==> src/rtl/demux18.sv <==
// Sequential 1-to-8 bit demultiplexer: bits arrive one per handshake at a selected
// position and are assembled into a byte that is published on a valid/ready port.
module demux18 #(
    parameter logic [7:0] INIT_VALUE = 8'h00
) (
    input  logic       clk,
    input  logic       rst,
    input  logic       in,
    input  logic [2:0] sel,
    input  logic       in_valid,
    output logic       in_ready,
    input  logic       flush,
    output logic [7:0] out,
    output logic       out_valid,
    input  logic       out_ready,
    output logic [7:0] written,
    output logic [7:0] byte_count
);

    typedef enum logic {COLLECT, HOLD} state_t;

    state_t     state, state_n;
    logic [7:0] shadow, shadow_n;
    logic [7:0] written_n;
    logic [7:0] out_n;
    logic       out_valid_n;
    logic [7:0] byte_count_n;
    logic [7:0] merged_shadow;
    logic [7:0] merged_written;
    logic       accept;

    assign in_ready = (state == COLLECT);
    assign accept   = in_valid & in_ready;

    always_comb begin
        merged_shadow      = shadow;
        merged_shadow[sel] = in;
        merged_written     = written | (8'd1 << sel);
    end

    always_comb begin
        state_n      = state;
        shadow_n     = shadow;
        written_n    = written;
        out_n        = out;
        out_valid_n  = out_valid;
        byte_count_n = byte_count;
        case (state)
            COLLECT: begin
                // flush wins over a simultaneous accept, even a completing one
                if (flush) begin
                    shadow_n  = INIT_VALUE;
                    written_n = 8'h00;
                end else if (accept) begin
                    if (merged_written == 8'hFF) begin
                        out_n        = merged_shadow;
                        out_valid_n  = 1'b1;
                        byte_count_n = byte_count + 8'd1;
                        shadow_n     = INIT_VALUE;
                        written_n    = 8'h00;
                        state_n      = HOLD;
                    end else begin
                        shadow_n  = merged_shadow;
                        written_n = merged_written;
                    end
                end
            end
            HOLD: begin
                // out keeps the last byte after the handshake; only valid drops
                if (out_valid && out_ready) begin
                    out_valid_n = 1'b0;
                    state_n     = COLLECT;
                end
            end
            default: state_n = COLLECT;
        endcase
    end

    always_ff @(posedge clk or posedge rst) begin
        if (rst) begin
            state      <= COLLECT;
            shadow     <= INIT_VALUE;
            written    <= 8'h00;
            out        <= INIT_VALUE;
            out_valid  <= 1'b0;
            byte_count <= 8'h00;
        end else begin
            state      <= state_n;
            shadow     <= shadow_n;
            written    <= written_n;
            out        <= out_n;
            out_valid  <= out_valid_n;
            byte_count <= byte_count_n;
        end
    end

endmodule

==> config.mk <==
export PLATFORM = sky130hd
export DESIGN_NAME = demux18
export DESIGN_NICKNAME = d
export VERILOG_FILES = /design/src/rtl/demux18.sv
export SDC_FILE = /design/constraint.sdc
export NUM_CORES = 1
export LEC_CHECK = 0
export ABC_CLOCK_PERIOD_IN_PS = 1600
export CELL_PAD_IN_SITES_DETAIL_PLACEMENT = 0
export CELL_PAD_IN_SITES_GLOBAL_PLACEMENT = 1
export CORE_ASPECT_RATIO = 0.6
export CORE_MARGIN = 10
export CORE_UTILIZATION = 35
export CTS_CLUSTER_SIZE = 40
export DETAILED_ROUTE_END_ITERATION = 10
export PLACE_DENSITY = 0.73
export SLEW_MARGIN = 30
export SYNTH_ARGS = -nofsm -noshare
export SYNTH_HDL_FRONTEND = slang
export SYNTH_SLANG_ARGS = --single-unit
==> constraint.sdc <==
create_clock -name clk -period 1.6 [get_ports clk]
set_input_delay 0.24 -clock clk [delete_from_list [all_inputs] [get_ports clk]]
set_output_delay 0.24 -clock clk [all_outputs]
set_load 0.02 [all_outputs]
==> flow_summary.ini, run 1 <==
[outcome]
status = finished, violations left
violations = negative setup slack

[cells_and_area]
fin_nets = 264
final.fill_count = 403
seq_area_um2 = 852
final_cell_mix = 33 x dfrtp_1, 33 x buf_4, 21 x nand2_1
diodes = 0
drive_gt1_share_pct = 26.3
multi_input_area_um2 = 915
finish.instance_area_mm2 = 0.00274
area_delta_synth_final_pct = 54.6

[synth]
synth_area_leaders = dfrtp_1 48%, nand2_1 4.4%, nor2_1 4.0%, xnor2_1 3.5%, o21a_1 3.4%
yosys_warnings = 0
synth_area_mm2 = 0.00177
ys_ff_latch = 34
syn-instance-count = 185
syn-num-nets = 195
ys_types = 38
avgSynthCellArea_um2 = 9.58
ys_seq_area_share_pct = 48.0
yosysTopAreaCellShare_pct = 48.0
ys_async_sr_fraction_pct = 100
yosys_most_used_dff = dfrtp_1
synth-edff-count = 0
yosysTopAreaCell = dfrtp_1

[sta]
finalHoldViolCount = 0
rsz0062_at_grt = true
fin_skew_ps = 6.73
final_max_slew_viol_count = 0
period_share_pct = 115
worst_slew_pin_slew_ps = 439
max_freq_mhz = 543
final.min_clock_period_ps = 1840
final-setup-viol-count = 34
relSlewSlack_pct = 70.8
worst_slack_ps = -240

[worst_setup_path]
worst-path-buf-inv = 2
rr_worst_depth = 7
rrSetupSlack_ps = -240
path_class = reg -> reg
cp_slowest_cell = or4b_4
crit_required_ps = 1790
cpMostUsedCell = buf_12
critPathArrivalTime_ps = 2030
crit_chain = or4b_4 > o311ai_4 > and4_4 > buf_12 > buf_12 > nand4_1 > xnor2_1
r2r-start = written[6]$_DFFE_PP0P_
r2r_end = byte_count[5]$_DFFE_PP0P_
cp-start-kind = flop
cp-end-kind = flop
critPathMaxStageDelay_ps = 470
cp_max_fo = 8
critPathTopFamily = simple AND/OR/NAND/NOR gates

[drt]
routed_wl_um = 5090
routed-via-count = 1641
dr.pass1.iters = 4
via_per_inst = 5.16
routedWlPerCell_um = 16.0
route.detailed.drc = 0
detail_route.iter0.violations = 69
postRouteAntennaNets = 0

[pwr]
vdd_drop_max_uv = 519
power_density_mw_per_mm2 = 797
p_leak_nw = 1.37

[placed_design]
place_area_mm2 = 0.00251
dpl.hpwl_um = 3660
pre_cts_ws_ps = -703
port_buffers = 34
place.gp.congestion = 0.808

[clock_network]
htreeDepth = 2
cts.sinks = 34
cts_root_buf = clkbuf_8
clock_path_buffers = 2
cts_tree = built
clk_pin_slew_ps = 80
clkLatencyLatePin_ps = 290
cts_buffers = 5
cts_hold_buf = 0

[hold_path]
hold_path_class = in -> async

[die]
fp-row-count = 19
dieArea_mm2 = 0.00841
core-area_mm2 = 0.00473
ios = 35
start_util_pct = 37.5
die_y_um = 75.1
die_w_um = 112

[grt]
overflow = 0
grt_max_degree = 35
grt_pass1_vias = 1683
antenna_found_initial = 0
grt_use_total_pct = 12.2
grt_pass1_wl_um = 8200

[job]
max-cap-violations = 0
==> power by group <==
group	switching (mW)	leakage (nW)	internal, mW	total (mW)
combinational	0.166	0.843	0.148	0.313
clock	0.342	0.0683	0.624	0.966
sequential	0.0203	0.463	0.884	0.904
==> registers in the layout, summed over array words and instances (netlist names) <==
name	cells
out	8
state	1
shadow	8
byte_count	8
out_valid	1
written	8
==> cell type report <==
| cell class | count | share of cell area [%] |
|---|---|---|
| inverters | 4 | 0.548 |
| repair buffers | 75 | 27.1 |
| well taps | 63 | 2.88 |
| multi-input cells | 134 | 33.4 |
| flip-flops and latches | 34 | 31.1 |
| clock buffers | 5 | 2.51 |
| clock inverters | 3 | 2.51 |
==> what timing repair did <==
action                                  4_1_cts  5_1_grt
cloned                                        1        0
pin swaps                                     7        2
endpoints found under the hold margin         0        0
gates resized for setup                      25        9
buffers inserted                              1        1
endpoints found under the setup margin       46       38
==> Yosys cell counts (2+ instances only) <==
cell type	instances
mux2i_1	3
o31ai_1	4
o221ai_1	2
nand2b_1	4
nor2_1	19
nand4_1	5
o21a_1	8
buf_6	3
a221o_1	3
buf_4	3
nand3_1	9
nor2b_1	3
a21o_1	5
nor4_1	2
xnor2_1	7
mux2_2	3
inv_1	4
a21oi_1	10
clkbuf_1	5
nor3_1	3
nand2_1	21
dfrtp_1	34
a31oi_1	6
nor3b_1	5
==> worst max-delay path by stage <==
stage	startpoint	slack, ps	end	cells after the start
CTS	written[6]$_DFFE_PP0P_	-250	written[6]$_DFFE_PP0P_	7
finish	written[6]$_DFFE_PP0P_	-240	byte_count[5]$_DFFE_PP0P_	7
floorplan	sel[1]	-190	shadow[4]$_DFFE_PP0P_	8
global placement	sel[0]	-630	shadow[5]$_DFFE_PP0P_	7
global route	written[6]$_DFFE_PP0P_	-290	shadow[1]$_DFFE_PP0P_	7
detailed placement	sel[0]	-700	written[4]$_DFFE_PP0P_	8
==> per-layer routing <==
layer / track usage [%] / wire [um] / up-vias
met4: 4.68 / 60 / 0
met2: 19.1 / 2290 / 28
met5: 0 / 0 / -
met1: 15.2 / 2450 / 808
li1: - / - / 799
met3: 4.37 / 289 / 6
==> tightest hold or removal path: cells and delay by family <==
family	cells	cell delay [ps]
buffers and inverters	3	830
==> cell families (layout without fill, tap and decap cells) <==
family,count (synthesis),after routing,share of synthesized area (%)
and+or+nand+nor,77,77,21.7
xor gates and xnor gates,7,7,3.46
muxes,6,6,3.60
AOI/OAI and AO/OA,43,43,17.0
adders and majority gates,1,1,0.706
buffers and inverters,17,87,5.57
DFF,34,34,48.0
==> per-stage QoR <==
stage / hold WS, ps / utilization (%) / std cells / power, mW / TNS [ps]
after floorplan: 382 / - / 185 / 1.06 / -3680
after global placement: 450 / 53.1 / 308 / 1.23 / -20170
after detailed placement: 473 / 53.1 / 308 / 1.23 / -22350
after CTS: 371 / 57.6 / 318 / 2.20 / -7240
after global routing: 393 / 57.9 / 318 / 2.28 / -8330
final: 342 / 57.9 / 318 / 2.18 / -6730
Power figures use the tool's default switching activity.
==> inputs of run 2 (changes only) <==
--- a/config.mk
+++ b/config.mk
@@ -13,6 +13,7 @@
 export CORE_UTILIZATION = 35
 export CTS_CLUSTER_SIZE = 40
 export DETAILED_ROUTE_END_ITERATION = 10
+export GPL_ROUTABILITY_DRIVEN = 0
 export PLACE_DENSITY = 0.73
 export SLEW_MARGIN = 30
 export SYNTH_ARGS = -nofsm -noshare
==> results of run 2 <==
Same layout as run 1: the final DEF is identical, and so are final timing and power.
==> inputs of run 3 (changes only) <==
--- a/config.mk
+++ b/config.mk
@@ -10,11 +10,12 @@
 export CELL_PAD_IN_SITES_GLOBAL_PLACEMENT = 1
 export CORE_ASPECT_RATIO = 0.6
 export CORE_MARGIN = 10
-export CORE_UTILIZATION = 35
+export CORE_UTILIZATION = 40
 export CTS_CLUSTER_SIZE = 40
 export DETAILED_ROUTE_END_ITERATION = 10
+export DONT_BUFFER_PORTS = 1
 export GPL_ROUTABILITY_DRIVEN = 0
-export PLACE_DENSITY = 0.73
+export PLACE_DENSITY = 0.79
 export SLEW_MARGIN = 30
 export SYNTH_ARGS = -nofsm -noshare
 export SYNTH_HDL_FRONTEND = slang
==> run 3 against run 2 <==
  * Combinational power decreased by 37%
  * Sequential power increased by 2%
  * The run still ends with negative setup slack left
  * Die area is 9.8% lower
  * Cell count decreased by 13%
  * Non-clock buffer count is 39 lower
  * Sequential share of layout area is 5.2 points higher
  * Hold slack got worse by 220 ps
  * Critical path type unchanged
  * Largest cell class unchanged
  * Clock skew down 3.0 ps
  * Wire length fell by 1.1%
==> flow_summary.ini, run 3 (synthesis gave the netlist of run 1 again) <==
[clock_network]
cts_root_buf = clkbuf_8
cts_buffers = 5
clock_path_buffers = 2
htreeDepth = 2
clk_pin_slew_ps = 70
cts.sinks = 34
cts_tree = built
clkLatencyLatePin_ps = 280

[drt]
detail_route.iter0.violations = 77
routedWlPerCell_um = 18.2
route.detailed.drc = 0
routed_wl_um = 5030
postRouteAntennaNets = 0
via_per_inst = 5.54
routed-via-count = 1529
dr.pass1.iters = 4

[sta]
worst_slack_ps = -258
max_freq_mhz = 538
rsz0062_at_grt = true
period_share_pct = 116
finalHoldViolCount = 0
relSlewSlack_pct = 49.0
setup-tns-final_ps = -5880
fin_skew_ps = 3.77
final_max_slew_viol_count = 0
final.min_clock_period_ps = 1860
worst_slew_pin_slew_ps = 758
final-setup-viol-count = 34

[cells_and_area]
finish.instance_area_mm2 = 0.00235
area_delta_synth_final_pct = 32.3
fin_nets = 225
final_cell_mix = 33 x dfrtp_1, 26 x buf_4, 20 x nand2_1
drive_gt1_share_pct = 30.6
diodes = 0
final_common_cell = dfrtp_1
utilization_pct = 56.0

[pwr]
fin_total_pwr_mw = 1.86
vdd_drop_max_uv = 410
p_leak_nw = 1.08
power_density_mw_per_mm2 = 793

[grt]
antenna_found_initial = 0
grt_pass1_vias = 1486
grt_use_total_pct = 12.4
grt_pass1_wl_um = 7550
grt_max_degree = 35
overflow = 0

[worst_setup_path]
r2r-start = written[6]$_DFFE_PP0P_
r2r_end = byte_count[6]$_DFFE_PP0P_
cpMostUsedCell = buf_12
crit_required_ps = 1790
cp_slowest_cell = or4b_1
cp-end-kind = flop
crit_chain = or4b_1 > o311ai_1 > and4_4 > buf_12 > buf_12 > nand3_2 > xnor2_1
cp_max_fo = 8
critPathArrivalTime_ps = 2050
critPathTopFamily = simple AND/OR/NAND/NOR gates
worst-path-buf-inv = 2
cp-start-kind = flop
critPathLaunch = written[6]$_DFFE_PP0P_
rrSetupSlack_ps = -260
rr_worst_depth = 7
path_class = reg -> reg
critPathMaxStageDelay_ps = 430

[die]
ios = 35
die_y_um = 71.6
fp-row-count = 18
start_util_pct = 42.3
die_w_um = 106
dieArea_mm2 = 0.00758
core-area_mm2 = 0.00419

[outcome]
violations = negative setup slack
status = finished, violations left

[hold_path]
worstHoldStart = out_ready
min_to = state$_DFF_PP0_
hold_path_class = in -> reg
min_path_cells = 3

[placed_design]
place_area_mm2 = 0.00204
port_buffers = 0
dpl.hpwl_um = 3430

[job]
max-cap-violations = 0
-- run 3: layout make-up --
| class | instances | area [um2] |
|---|---|---|
| inverter | 4 | 15.0 |
| tap | 60 | 75.1 |
| multi-input combinational | 134 | 926 |
| sequential | 34 | 852 |
| fill | 364 | 1840 |
| timing repair buffer | 36 | 368 |
| clock buffer | 8 | 110 |
-- run 3: tightest hold or removal path, stage by stage --
cell	delay [ps]
nand2_1	30
nand2_1	50
nand2_1	40
-- run 3: worst max path at each step --
stage | cells after the start | slack [ps] | to
after detailed placement | 7 | -260 | byte_count[5]$_DFFE_PP0P_
after global placement | 7 | -210 | byte_count[5]$_DFFE_PP0P_
after floorplan | 8 | -190 | shadow[4]$_DFFE_PP0P_
final | 7 | -260 | byte_count[6]$_DFFE_PP0P_
after global routing | 7 | -330 | byte_count[6]$_DFFE_PP0P_
after CTS | 7 | -240 | byte_count[5]$_DFFE_PP0P_
-- run 3: timing repair --
action / CTS / global route
resized for setup: 9 / 17
hold buffers: 1 / 0
cloned: 0 / 2
endpoints found under the hold margin: 34 / 0
setup buffers: 4 / 0
endpoints found under the setup margin: 34 / 34
pin swaps: 2 / 9
-- run 3: routing by layer --
metal,track usage [%],share of wire [%],vias up
met5,0,0,-
met4,4.33,1.2,0
met3,5.45,9.2,8
met2,19.1,48,49
met1,15.2,42,749
li1,-,-,723
-- run 3: where the power goes --
| group | leakage (nW) | internal, mW | switching, mW |
|---|---|---|---|
| registers | 0.463 | 0.885 | 0.0384 |
| logic | 0.557 | 0.0767 | 0.119 |
| clock network | 0.0575 | 0.434 | 0.306 |
-- run 3: stage by stage --
stage	hold WS, ps	std cells	setup slack, ps
floorplan	382	185	-187
global route	138	276	-332
global placement	252	261	-205
finish	124	276	-258
CTS	122	274	-239
detailed placement	251	261	-262
